--- config.mk ---
export PLATFORM = sky130hd
export DESIGN_NAME = uart_pkt_framer
export DESIGN_NICKNAME = d
export VERILOG_FILES = /design/src/rtl/uart_pkt_pkg.sv /design/src/rtl/pkt_buffer.sv /design/src/rtl/uart_pkt_framer.sv
export SDC_FILE = /design/constraint.sdc
export NUM_CORES = 1
export LEC_CHECK = 0
export CAP_MARGIN = 0
export CORE_MARGIN = 4
export CORE_UTILIZATION = 59
export DETAILED_ROUTE_END_ITERATION = 12
export PLACE_DENSITY = 0.77
export SLEW_MARGIN = 10
export SYNTH_ARGS = -nofsm -noshare
export SYNTH_HDL_FRONTEND = slang
export SYNTH_HIERARCHICAL = 1
export SYNTH_SLANG_ARGS = --single-unit
export TNS_END_PERCENT = 50
--- constraint.sdc ---
create_clock -name clk -period 6.7 [get_ports clk]
set_input_delay 1.34 -clock clk [delete_from_list [all_inputs] [get_ports clk]]
set_output_delay 1.34 -clock clk [all_outputs]
set_load 0.02 [all_outputs]
--- src/rtl/uart_pkt_pkg.sv ---
// Shared types and helpers for the UART packet framer: FSM state encoding,
// default start-of-packet marker and the running checksum fold.
package uart_pkt_pkg;

    typedef enum logic [2:0] {
        StIdle,
        StCollect,
        StSendHdr,
        StSendLen,
        StSendPay,
        StSendCsum
    } state_e;

    localparam logic [7:0] HDR_BYTE_DEFAULT = 8'hA5;

    function automatic logic [7:0] csum_fold(input logic [7:0] acc, input logic [7:0] data);
        return acc ^ data;
    endfunction

endpackage

--- src/rtl/pkt_buffer.sv ---
// Payload store for one packet: Depth x 8 register array with an indexed
// write port and an asynchronous indexed read port.
module pkt_buffer #(
    parameter int unsigned Depth = 16,
    parameter int unsigned IdxW  = 5
) (
    input  logic            clk_i,
    input  logic            wr_en_i,
    input  logic [IdxW-1:0] wr_idx_i,
    input  logic [7:0]      wr_data_i,
    input  logic [IdxW-1:0] rd_idx_i,
    output logic [7:0]      rd_data_o
);

    localparam int unsigned AddrW = (Depth > 1) ? $clog2(Depth) : 1;
    localparam logic [IdxW-1:0] LastIdx = IdxW'(Depth - 1);

    logic [7:0] mem_q [Depth];

    always_ff @(posedge clk_i) begin
        if (wr_en_i && (wr_idx_i <= LastIdx)) begin
            mem_q[wr_idx_i[AddrW-1:0]] <= wr_data_i;
        end
    end

    // The framer prefetches one slot past the last payload byte; return 0 there.
    always_comb begin
        rd_data_o = 8'h00;
        if (rd_idx_i <= LastIdx) begin
            rd_data_o = mem_q[rd_idx_i[AddrW-1:0]];
        end
    end

endmodule

--- src/rtl/uart_pkt_framer.sv ---
// Groups FIFO payload bytes into packets and streams [HDR, LEN, payload, CSUM]
// to the UART transmitter over a registered valid/ready byte interface.
module uart_pkt_framer
    import uart_pkt_pkg::*;
#(
    parameter int unsigned MAX_PAYLOAD  = 16,
    parameter int unsigned IDLE_TIMEOUT = 32,
    parameter logic [7:0]  HDR_BYTE     = HDR_BYTE_DEFAULT,
    parameter int unsigned CNT_W        = $clog2(MAX_PAYLOAD + 1)
) (
    input  logic       clk,
    input  logic       rst,
    input  logic       fifo_empty,
    output logic       fifo_rd_en,
    input  logic [7:0] fifo_dout,
    input  logic       fifo_dout_valid,
    output logic [7:0] tx_data,
    output logic       tx_valid,
    input  logic       tx_ready,
    output logic       pkt_done,
    output logic       busy
);

    localparam int unsigned TMR_W = $clog2(IDLE_TIMEOUT + 1);
    localparam logic [CNT_W-1:0] MaxCnt = CNT_W'(MAX_PAYLOAD);
    localparam logic [TMR_W-1:0] TmoCnt = TMR_W'(IDLE_TIMEOUT);

    state_e           state_q, state_d;
    logic [CNT_W-1:0] count_q, count_d;
    logic [CNT_W-1:0] pay_idx_q, pay_idx_d;
    logic [7:0]       csum_q, csum_d;
    logic [TMR_W-1:0] timer_q, timer_d;
    logic             rd_pending_q, rd_pending_d;
    logic             fifo_rd_en_q, fifo_rd_en_d;
    logic [7:0]       tx_data_q, tx_data_d;
    logic             tx_valid_q, tx_valid_d;
    logic             pkt_done_q, pkt_done_d;
    logic             busy_q, busy_d;

    logic             buf_wr_en;
    logic [CNT_W-1:0] buf_rd_idx;
    logic [7:0]       buf_rd_data;

    logic             tx_fire;
    logic             close_pkt;
    logic             rd_req;

    assign tx_fire   = tx_valid_q & tx_ready;
    // A packet never closes with a read in flight, so no fetched byte is dropped.
    assign close_pkt = !rd_pending_q &&
                       ((count_q == MaxCnt) || ((timer_q == TmoCnt) && (count_q != '0)));
    assign rd_req    = !fifo_empty && !rd_pending_q &&
                       ((count_q + CNT_W'(rd_pending_q)) < MaxCnt) && !close_pkt;

    pkt_buffer #(
        .Depth (MAX_PAYLOAD),
        .IdxW  (CNT_W)
    ) u_pkt_buffer (
        .clk_i     (clk),
        .wr_en_i   (buf_wr_en),
        .wr_idx_i  (count_q),
        .wr_data_i (fifo_dout),
        .rd_idx_i  (buf_rd_idx),
        .rd_data_o (buf_rd_data)
    );

    always_comb begin
        state_d      = state_q;
        count_d      = count_q;
        pay_idx_d    = pay_idx_q;
        csum_d       = csum_q;
        timer_d      = timer_q;
        rd_pending_d = rd_pending_q;
        fifo_rd_en_d = 1'b0;
        tx_data_d    = tx_data_q;
        tx_valid_d   = tx_valid_q;
        pkt_done_d   = 1'b0;
        buf_wr_en    = 1'b0;
        buf_rd_idx   = '0;

        unique case (state_q)
            StIdle: begin
                if (!fifo_empty) begin
                    state_d      = StCollect;
                    fifo_rd_en_d = 1'b1;
                    rd_pending_d = 1'b1;
                end
            end
            StCollect: begin
                if (fifo_dout_valid) begin
                    buf_wr_en    = 1'b1;
                    count_d      = count_q + CNT_W'(1);
                    csum_d       = csum_fold(csum_q, fifo_dout);
                    timer_d      = '0;
                    rd_pending_d = 1'b0;
                end else if (fifo_empty && !rd_pending_q && (timer_q != TmoCnt)) begin
                    timer_d = timer_q + TMR_W'(1);
                end
                if (close_pkt) begin
                    state_d    = StSendHdr;
                    tx_valid_d = 1'b1;
                    tx_data_d  = HDR_BYTE;
                    timer_d    = '0;
                end else if (rd_req) begin
                    fifo_rd_en_d = 1'b1;
                    rd_pending_d = 1'b1;
                end
            end
            StSendHdr: begin
                if (tx_fire) begin
                    state_d   = StSendLen;
                    tx_data_d = 8'(count_q);
                end
            end
            StSendLen: begin
                if (tx_fire) begin
                    state_d   = StSendPay;
                    pay_idx_d = '0;
                    tx_data_d = buf_rd_data;
                end
            end
            StSendPay: begin
                // Prefetch the next payload byte so tx_data can be reloaded on the transfer edge.
                buf_rd_idx = pay_idx_q + CNT_W'(1);
                if (tx_fire) begin
                    if ((pay_idx_q + CNT_W'(1)) == count_q) begin
                        state_d   = StSendCsum;
                        tx_data_d = csum_fold(csum_q, 8'(count_q));
                    end else begin
                        pay_idx_d = pay_idx_q + CNT_W'(1);
                        tx_data_d = buf_rd_data;
                    end
                end
            end
            StSendCsum: begin
                if (tx_fire) begin
                    state_d    = StIdle;
                    tx_valid_d = 1'b0;
                    tx_data_d  = 8'h00;
                    pkt_done_d = 1'b1;
                    count_d    = '0;
                    pay_idx_d  = '0;
                    csum_d     = 8'h00;
                    timer_d    = '0;
                end
            end
            default: begin
                state_d = StIdle;
            end
        endcase

        busy_d = (state_d != StIdle);
    end

    always_ff @(posedge clk) begin
        if (rst) begin
            state_q      <= StIdle;
            count_q      <= '0;
            pay_idx_q    <= '0;
            csum_q       <= 8'h00;
            timer_q      <= '0;
            rd_pending_q <= 1'b0;
            fifo_rd_en_q <= 1'b0;
            tx_data_q    <= 8'h00;
            tx_valid_q   <= 1'b0;
            pkt_done_q   <= 1'b0;
            busy_q       <= 1'b0;
        end else begin
            state_q      <= state_d;
            count_q      <= count_d;
            pay_idx_q    <= pay_idx_d;
            csum_q       <= csum_d;
            timer_q      <= timer_d;
            rd_pending_q <= rd_pending_d;
            fifo_rd_en_q <= fifo_rd_en_d;
            tx_data_q    <= tx_data_d;
            tx_valid_q   <= tx_valid_d;
            pkt_done_q   <= pkt_done_d;
            busy_q       <= busy_d;
        end
    end

    assign fifo_rd_en = fifo_rd_en_q;
    assign tx_data    = tx_data_q;
    assign tx_valid   = tx_valid_q;
    assign pkt_done   = pkt_done_q;
    assign busy       = busy_q;

endmodule

==> impl_metrics.py, run 1 <==
metrics = {
    "worst_hold_path": {
        "hold_path_class": "flip-flop to flip-flop",
    },
    "run": {
        "drv_cap": 0,
    },
    "yosys": {
        "yosys.area.top_type_share_pct": 50.88,
        "yosysMostFrequentCell": "edfxtp_1",
        "synth_common_cells": "edfxtp_1 (128), nor2_1 (51), nand2_1 (41)",
        "ys.flop_type": "edfxtp_1",
        "synth_area_leader_cell": "edfxtp_1",
        "ys_seq_area_share_pct": 61.48,
        "avgSynthCellArea_um2": 13.23,
        "synth_area_leaders": "edfxtp_1 (51%), dfxtp_1 (11%), mux2i_1 (4.5%)",
        "synth_warnings": 6,
        "ys_ff_latch": 168,
        "synth_cell_type_count": 65,
        "synth_edf_count": 128,
        "syn_nets": 589,
        "async_flop_share_pct": 0,
        "synth_area_um2": 7555,
        "synthCells": 571,
    },
    "critical_path": {
        "worstSetupStartpoint": "state_q[2]",
        "critPathLaunchType": "flip-flop",
        "cp-end-kind": "flip-flop",
        "required_ns": 6.97,
        "worst_r2r_startpoint": "state_q[2]",
        "timing.rr.end": "tx_data[4]",
        "reg2reg_depth": 10,
        "critical_path_peak_fanout": 33,
        "critPathKind": "flip-flop to flip-flop",
        "crit_path_end": "tx_data[4]",
        "r2r_slack_ns": 2.65,
        "critical_path_arrival_ns": 4.32,
    },
    "die": {
        "initial_core_util_pct": 60.11,
        "rows": 41,
        "dieArea_um2": 14680,
        "ios": 25,
        "core_area_um2": 12570,
        "die_h_um": 121.2,
        "die_w_um": 121.2,
    },
    "clocking": {
        "tritoncts": "built",
        "clock_latency_ns": 0.43,
        "htreeDepth": 4,
        "numCtsBuffers": 17,
        "clk_pin_slew_ns": 0.06,
        "cts_buffer_depth": 2,
        "numClockSinks": 168,
        "cts-root-buf": "clkbuf_16",
        "cts_resized": 0,
        "hold_buffers": 0,
        "cts_setup_buffers": 0,
    },
    "timing": {
        "rsz0062_at_grt": "false",
        "tightest_slew_ns": 1.254,
        "period_needed_ns": 4.052,
        "slew_viol_final": 0,
        "finalHoldViolCount": 0,
        "tns_ns": 0,
        "whs_ns": 0.5005,
        "relSlewSlack_pct": 15.75,
        "period_share_pct": 60.48,
        "fmaxAchievable_ghz": 0.2468,
        "finClkSkew_ns": 0.01433,
        "setup_violations": 0,
    },
    "global_routing": {
        "grt_start_max_net_pins": 34,
        "antenna_found_initial": 0,
        "first_global_vias": 4709,
        "grt-ovfl-total": 0,
        "grt_pass1_wl_mm": 25.93,
        "grtUsageTotal_pct": 23.85,
    },
    "layout": {
        "register_area_um2": 4644,
        "drive_above_1_share_pct": 9.182,
        "diodes": 0,
        "fill_cells": 864,
        "fin_nets": 604,
        "multi_input_area_um2": 2676,
        "final_area_um2": 8481,
        "syn2layout_area_growth_pct": 12.26,
        "final_cells": 771,
    },
    "drt": {
        "wl_mm": 16.68,
        "avgRoutedWirePerCell_um": 21.64,
        "drt_pass1_iterations": 5,
        "via_count": 4877,
        "drt_drc_violations_left": 0,
        "first_iter_violations": 480,
        "ant_nets": 0,
        "vias_per_cell": 6.326,
    },
    "placed_design": {
        "portBuffers": 24,
        "dp_hpwl_mm": 11.02,
        "dpl.cell_count": 739,
        "place_congestion": 0.9241,
        "place_area_um2": 7833,
    },
    "power_and_ir_drop": {
        "power.total_mw": 2.283,
        "vdd_ir_drop_max_mv": 0.2370,
        "p_leak_nw": 2.703,
        "powerDensity_nw_per_um2": 269.2,
    },
    "status": {
        "status": "finished, final reports clean",
    },
}
-- how the worst min path moves through the flow --
stage          startpoint         end  slack, ns  depth (start not counted)
2_1_floorplan  timer_q[5]  timer_q[5]       0.46                          2
3_5_place_dp   timer_q[5]  timer_q[5]       0.48                          2
3_3_place_gp   timer_q[5]  timer_q[5]       0.47                          2
5_1_grt        tx_data[2]  tx_data[2]       0.53                          2
4_1_cts        tx_data[0]  tx_data[0]       0.50                          2
6_report       tx_data[0]  tx_data[0]       0.50                          2
-- metal layers --
metal	up-vias	part of all wire [%]	GRT usage, %
met5	-	0	0
met4	0	2.4	8.754
met3	40	8.2	7.086
met2	210	46	35.39
met1	2419	43	33.73
li1	2208	-	-
-- state kept, by name, indices dropped and copies added (netlist names) --
signal	cells
busy	1
count_q	5
csum_q	8
fifo_rd_en	1
pay_idx_q	5
pkt_done	1
rd_pending_q	1
state_q	3
timer_q	6
tx_data	8
tx_valid	1
u_pkt_buffer/mem_q	128
-- worst max-delay path: stages (launching register included) --
cell and delay (ns):
dfxtp_1 0.72, nor2b_1 0.57, and3_2 0.92, mux4_1 0.65
nand2b_1 0.17, nand3_1 0.13, nand2_1 0.13, a21oi_1 0.19
o221ai_1 0.13, a31oi_1 0.17, a211oi_1 0.09
-- area by class of cell --
type	instances	area share, %
Clock buffer	18	5.060
Clock inverter	14	2.582
Inverter	9	0.3983
Multi-Input combinational cell	363	31.56
Sequential cell	168	54.77
Tap cell	172	2.538
Timing Repair Buffer	27	3.098
-- placed cells by master, fill, tap and decap left out, types with 3 or more instances in the layout --
| cell | synthesis | final |
|---|---|---|
| a211oi_1 | 8 | 8 |
| a21o_1 | 4 | 4 |
| a21oi_1 | 28 | 28 |
| a221oi_1 | 6 | 6 |
| a22oi_1 | 7 | 7 |
| a31oi_1 | 8 | 8 |
| buf_4 | 2 | 3 |
| bufinv_16 | 0 | 5 |
| clkbuf_16 | 0 | 17 |
| clkdlybuf4s50_1 | 0 | 24 |
| clkinvlp_4 | 0 | 3 |
| dfxtp_1 | 40 | 40 |
| edfxtp_1 | 128 | 128 |
| ha_1 | 5 | 5 |
| inv_1 | 9 | 9 |
| inv_6 | 0 | 3 |
| mux2_2 | 3 | 3 |
| mux2i_1 | 34 | 34 |
| mux4_1 | 9 | 9 |
| mux4_2 | 7 | 7 |
| nand2_1 | 41 | 41 |
| nand2b_1 | 16 | 16 |
| nand3_1 | 18 | 18 |
| nand4_1 | 7 | 7 |
| nand4b_1 | 3 | 3 |
| nor2_1 | 51 | 50 |
| nor2b_1 | 6 | 6 |
| nor3_1 | 6 | 6 |
| o211ai_1 | 4 | 4 |
| o21ai_0 | 24 | 24 |
| o221ai_1 | 3 | 3 |
| or3_1 | 7 | 7 |
| xnor2_1 | 9 | 9 |
| xor2_1 | 13 | 13 |
-- stage by stage --
step / util (%) / setup WS [ns]
final: 67.48 / 2.648
after global routing: 67.48 / 2.369
after CTS: 67.48 / 2.709
after detailed placement: 62.32 / 2.493
after global placement: 62.32 / 2.688
after floorplan: - / 3.568
-- kinds of logic after synthesis --
family	after synthesis	synth area share, %
AOI/OAI and AO/OA	108	9.540
and+or+nand+nor	173	11.66
muxes	53	10.17
adders and majority gates	5	0.8281
xor gates and xnor gates	24	3.180
buffers and inverters	40	3.146
DFF	168	61.48
-- report_power, final --
part	internal (mW)	switching [mW]	total (mW)
Sequential	1.13	0.0106	1.14
Combinational	0.0276	0.0521	0.0797
Clock	0.665	0.400	1.06
(Power assumes the default switching activity.)
==> run 2, diff against run 1 <==
--- a/config.mk
+++ b/config.mk
@@ -7,9 +7,9 @@
 export LEC_CHECK = 0
 export CAP_MARGIN = 0
 export CORE_MARGIN = 4
-export CORE_UTILIZATION = 59
+export CORE_UTILIZATION = 55
 export DETAILED_ROUTE_END_ITERATION = 12
-export PLACE_DENSITY = 0.77
+export PLACE_DENSITY = 0.76
 export SLEW_MARGIN = 10
 export SYNTH_ARGS = -nofsm -noshare
 export SYNTH_HDL_FRONTEND = slang
==> constraint.sdc (replaced) <==
create_clock -name clk -period 3.4 [get_ports clk]
set_input_delay 0.68 -clock clk [delete_from_list [all_inputs] [get_ports clk]]
set_output_delay 0.68 -clock clk [all_outputs]
set_load 0.02 [all_outputs]
==> run 2 against run 1 <==
Die area is 6.8% higher. Critical path type unchanged. Cell count increased by 4.0%. Critical endpoint unchanged. Critical path depth grew 1.
==> impl_metrics.py, run 2 (synthesis gave the netlist of run 1 again) <==
metrics = {
    "power_and_ir_drop": {
        "p_leak_nw": 2.828,
        "powerDensity_nw_per_um2": 500.2,
        "vdd_ir_drop_max_mv": 0.3431,
    },
    "timing": {
        "period_share_pct": 89.77,
        "finalHoldViolCount": 0,
        "setup_violations": 0,
        "tightest_slew_ns": 0.9251,
        "fmaxAchievable_ghz": 0.3277,
        "period_needed_ns": 3.052,
        "slew_viol_final": 0,
        "relSlewSlack_pct": 38.10,
        "finClkSkew_ns": 0.02276,
        "whs_ns": 0.4899,
        "rsz0062_at_grt": "false",
        "tns_ns": 0,
    },
    "global_routing": {
        "grt_start_max_net_pins": 32,
        "antenna_found_initial": 0,
        "grt_pass1_wl_mm": 27.22,
        "first_global_vias": 4849,
        "grt-ovfl-total": 0,
        "grtUsageTotal_pct": 22.63,
    },
    "clocking": {
        "cts-root-buf": "clkbuf_16",
        "cts_buffer_depth": 2,
        "numCtsBuffers": 17,
        "tritoncts": "built",
        "numClockSinks": 168,
        "htreeDepth": 4,
        "hold_buffers": 0,
        "clk_pin_slew_ns": 0.07,
        "clock_latency_ns": 0.44,
        "cts_resized": 0,
        "cts_setup_buffers": 0,
    },
    "critical_path": {
        "critPathLaunchType": "flip-flop",
        "critical_path_arrival_ns": 3.37,
        "critical_path_peak_fanout": 14,
        "cp-end-kind": "flip-flop",
        "worst_r2r_startpoint": "state_q[1]",
        "required_ns": 3.72,
        "r2r_slack_ns": 0.35,
        "timing.rr.end": "tx_data[4]",
        "reg2reg_depth": 11,
        "critPathKind": "flip-flop to flip-flop",
        "worstSetupStartpoint": "state_q[1]",
    },
    "die": {
        "core_area_um2": 13350,
        "die_h_um": 125.2,
        "dieArea_um2": 15680,
        "rows": 42,
        "initial_core_util_pct": 56.60,
        "die_w_um": 125.2,
        "ios": 25,
    },
    "placed_design": {
        "place_congestion": 0.8913,
        "dp_hpwl_mm": 11.49,
        "dpl.cell_count": 770,
        "portBuffers": 24,
    },
    "drt": {
        "ant_nets": 0,
        "wl_mm": 16.99,
        "first_iter_violations": 716,
        "vias_per_cell": 6.253,
        "via_count": 5015,
        "avgRoutedWirePerCell_um": 21.19,
        "drt_pass1_iterations": 5,
        "drt_drc_violations_left": 0,
    },
    "layout": {
        "layout_common_cells": "edfxtp_1 (128), nor2_1 (50), nand2_1 (41)",
        "largest_reg_flops": 128,
        "final_util_pct": 64.69,
        "final_cells": 802,
        "syn2layout_area_growth_pct": 14.29,
        "fin_nets": 631,
        "diodes": 0,
        "mostFrequentLayoutCell": "edfxtp_1",
        "drive_above_1_share_pct": 13.26,
    },
    "worst_hold_path": {
        "min_to": "timer_q[5]",
        "whs_path_depth": 2,
        "hold_path_class": "flip-flop to flip-flop",
        "worstHoldStart": "timer_q[5]",
    },
    "run": {
        "drv_cap": 0,
    },
    "status": {
        "status": "finished, final reports clean",
    },
}
run 2: changes by cell type in the layout (fill, tap and decap cells not counted), sizes merged:
cell | before | now
clkbuf | 18 | 17
clkinvlp | 3 | 1
inv | 13 | 20
bufinv | 5 | 1
buf | 3 | 30
run 2: area by class of cell:
| cell class | instances | area [µm²] |
|---|---|---|
| sequential | 168 | 4644 |
| clock inverter | 15 | 156.4 |
| clock buffer | 17 | 425.4 |
| timing repair buffer | 54 | 478.0 |
| multi-input combinational | 363 | 2676 |
| fill | 979 | 4713 |
| inverter | 9 | 33.78 |
| tap | 176 | 220.2 |
run 2: power by group:
| group | switching (mW) | internal, mW | leakage [nW] |
|---|---|---|---|
| clock | 0.864 | 1.04 | 0.285 |
| combinational | 0.117 | 0.0620 | 1.07 |
| sequential | 0.0134 | 2.22 | 1.48 |
| total | 0.994 | 3.32 | 2.83 |
run 2: layer usage:
layer / wire length [µm] / global-route usage [%] / vias to the layer above
li1: - / - / 2262
met1: 7188 / 32.95 / 2422
met2: 7754 / 33.00 / 292
met3: 1575 / 6.013 / 39
met4: 473 / 8.355 / 0
met5: 0 / 0 / -
run 2: worst max-delay path by stage:
stage                                     end  slack [ns]  cells after the start
finish                             tx_data[4]        0.35                     11
global route                       tx_data[4]        0.13                     11
CTS                                tx_data[1]        0.41                     10
detailed placement                 tx_data[1]        0.40                     10
global placement    u_pkt_buffer/mem_q[10][6]        0.46                      6
floorplan                          tx_data[4]        0.50                     13
run 2: stage by stage:
stage	instance area [µm²]	power (mW)	setup slack, ns
finish	8635	4.319	0.3480
global route	8635	4.455	0.1314
CTS	8635	4.346	0.4103
detailed placement	8053	2.454	0.3991
global placement	8053	2.449	0.4606
floorplan	7555	2.371	0.5020
run 2: worst max-delay path, cell delays in order, from the launching register on:
cell	delay (ns)
dfxtp_1	0.43
or3b_2	0.61
a21oi_1	0.15
buf_4	0.22
nor2b_1	0.46
a22oi_1	0.18
nand3_1	0.16
nand2_1	0.13
a21oi_1	0.19
o221ai_1	0.13
a31oi_1	0.17
a211oi_1	0.08
==> run 3, diff against run 2 <==
--- a/config.mk
+++ b/config.mk
@@ -5,12 +5,12 @@
 export SDC_FILE = /design/constraint.sdc
 export NUM_CORES = 1
 export LEC_CHECK = 0
+export ABC_AREA = 1
 export CAP_MARGIN = 0
 export CORE_MARGIN = 4
 export CORE_UTILIZATION = 55
 export DETAILED_ROUTE_END_ITERATION = 12
 export PLACE_DENSITY = 0.76
-export SLEW_MARGIN = 10
 export SYNTH_ARGS = -nofsm -noshare
 export SYNTH_HDL_FRONTEND = slang
 export SYNTH_HIERARCHICAL = 1
==> run 3 against run 2 <==
Die area up 0.30%. Via count up 16%. Setup slack better by 0.19 ns. Critical path type unchanged. Critical endpoint is now tx_data[5].
==> impl_metrics.py, run 3 <==
metrics = {
    "timing": {
        "rsz0062_at_grt": "false",
        "finClkSkew_ns": 0.008739,
        "setup_violations": 0,
        "finalHoldViolCount": 0,
        "fmaxAchievable_ghz": 0.3491,
        "tightest_slew_ns": 0.6901,
        "period_needed_ns": 2.864,
        "setup_ws_ns": 0.5356,
        "tns_ns": 0,
        "relSlewSlack_pct": 53.82,
        "slew_viol_final": 0,
        "period_share_pct": 84.25,
    },
    "drt": {
        "via_count": 5793,
        "first_iter_violations": 719,
        "ant_nets": 0,
        "avgRoutedWirePerCell_um": 18.09,
        "vias_per_cell": 5.719,
        "drt_drc_violations_left": 0,
        "drt_pass1_iterations": 5,
        "wl_mm": 18.32,
    },
    "critical_path": {
        "cpMaxStageDelayCell": "buf_4",
        "critical_path_peak_fanout": 48,
        "critical_path_arrival_ns": 3.23,
        "worstPathCellList": "inv_1, nor3_2, inv_1, nor2_4, buf_4, nand2_1, nand3_1, nand3_1, nand3_1, nand2_1, nor2_1, inv_1, a21oi_2, o21ai_1, a21oi_2",
        "critPathLaunchType": "flip-flop",
        "cp-end-kind": "flip-flop",
        "required_ns": 3.77,
        "critPathKind": "flip-flop to flip-flop",
        "slowest_delay_ns": 0.41,
        "worstSetupStartpoint": "state_q[2]",
        "worst_r2r_startpoint": "state_q[2]",
    },
    "yosys": {
        "yosysMostFrequentCell": "nand2_1",
        "synth_area_leader_cell": "edfxtp_1",
        "synth_cell_type_count": 37,
        "synth_common_cells": "nand2_1 (220), edfxtp_1 (128), nand3_1 (103)",
        "yosys.area.top_type_share_pct": 50.72,
        "ys_seq_area_share_pct": 61.28,
        "synth_warnings": 6,
        "ys.flop_type": "edfxtp_1",
        "ys_ff_latch": 168,
        "synth_area_leaders": "edfxtp_1 (51%), nand2_1 (11%), dfxtp_1 (11%)",
        "synth_area_um2": 7579,
        "synthCells": 790,
        "async_flop_share_pct": 0,
        "avgSynthCellArea_um2": 9.593,
        "syn_nets": 808,
        "synth_edf_count": 128,
    },
    "clocking": {
        "cts_buffer_depth": 2,
        "cts_setup_buffers": 0,
        "htreeDepth": 4,
        "hold_buffers": 0,
        "clk_pin_slew_ns": 0.07,
        "clock_latency_ns": 0.43,
        "numCtsBuffers": 17,
        "tritoncts": "built",
        "cts-root-buf": "clkbuf_16",
        "numClockSinks": 168,
        "cts_resized": 0,
    },
    "die": {
        "rows": 42,
        "die_w_um": 125.4,
        "dieArea_um2": 15720,
        "core_area_um2": 13350,
        "initial_core_util_pct": 56.78,
        "die_h_um": 125.4,
        "ios": 25,
    },
    "placed_design": {
        "pre_cts_ws_ns": 0.4537,
        "portBuffers": 24,
        "dp_hpwl_mm": 12.07,
        "place_congestion": 0.9456,
    },
    "global_routing": {
        "grt_start_max_net_pins": 49,
        "antenna_found_initial": 0,
        "first_global_vias": 5500,
        "grt_pass1_wl_mm": 28.58,
        "grtUsageTotal_pct": 23.63,
        "grt-ovfl-total": 0,
    },
    "power_and_ir_drop": {
        "power.total_mw": 4.505,
        "vdd_ir_drop_max_mv": 0.4028,
        "powerDensity_nw_per_um2": 521.4,
        "p_leak_nw": 3.328,
    },
    "layout": {
        "fin_nets": 842,
        "layout_common_cells": "nand2_1 (220), edfxtp_1 (128), nand3_1 (103)",
        "mostFrequentLayoutCell": "nand2_1",
        "drive_above_1_share_pct": 10.51,
        "final_util_pct": 64.73,
        "syn2layout_area_growth_pct": 14.00,
        "largest_reg_flops": 128,
        "diodes": 0,
    },
    "worst_hold_path": {
        "hold_path_class": "flip-flop to flip-flop",
        "worstHoldStart": "tx_data[3]",
    },
    "run": {
        "drv_cap": 0,
    },
    "status": {
        "status": "finished, final reports clean",
    },
}
-- run 3: power by group --
group / internal, mW / switching (mW) / total (mW)
Sequential: 2.23 / 0.0222 / 2.25
Combinational: 0.0721 / 0.150 / 0.222
Clock: 1.23 / 0.795 / 2.03
Total: 3.54 / 0.968 / 4.50
-- run 3: kinds of logic after synthesis --
| group | Yosys count | share of synthesized area (%) |
|---|---|---|
| simple gates | 422 | 24.40 |
| xor+xnor | 6 | 0.6935 |
| flops | 168 | 61.28 |
| compound gates | 87 | 6.538 |
| fa+ha+maj | 5 | 0.8255 |
| buf+inv | 102 | 6.257 |
-- run 3: metrics by stage --
stage | hold slack, ns | cells | area [µm²]
2_1_floorplan | 0.4225 | 790 | 7579
3_3_place_gp | 0.4549 | 981 | 8011
3_5_place_dp | 0.4571 | 981 | 8011
4_1_cts | 0.4658 | 1013 | 8640
5_1_grt | 0.4890 | 1013 | 8640
6_report | 0.4634 | 1013 | 8640
-- run 3: layout make-up --
| cell class | instances | area [µm²] |
|---|---|---|
| clock buffers | 18 | 429.2 |
| clock inverters | 14 | 198.9 |
| fillers | 1033 | 4708 |
| inverters | 73 | 274.0 |
| multi-input cells | 520 | 2470 |
| flip-flops and latches | 168 | 4644 |
| well taps | 176 | 220.2 |
| repair buffers | 44 | 402.9 |
-- run 3: layer usage --
metal,up-vias,global-route usage (%),part of all wire (%)
met5,-,0,0
met3,35,5.757,8.8
li1,2739,-,-
met1,2765,31.14,41
met4,0,9.630,2.4
met2,254,37.84,48
-- run 3: worst paths after layout --
check                                  end  slack (ns)  depth (start not counted)
worst max-delay path            tx_data[5]        0.54                         15
worst min-delay path            tx_data[3]        0.46                          2
worst max register to register  tx_data[5]        0.54                         15
worst min register to register  tx_data[3]        0.46                          2
-- run 3: worst max-delay path: cells and delay by family, from the launching register on --
kind                   cells  cell delay (ns)
and+or+nand+nor            8             1.28
buffers and inverters      4             0.81
DFF                        1             0.37
AOI/OAI and AO/OA          3             0.34
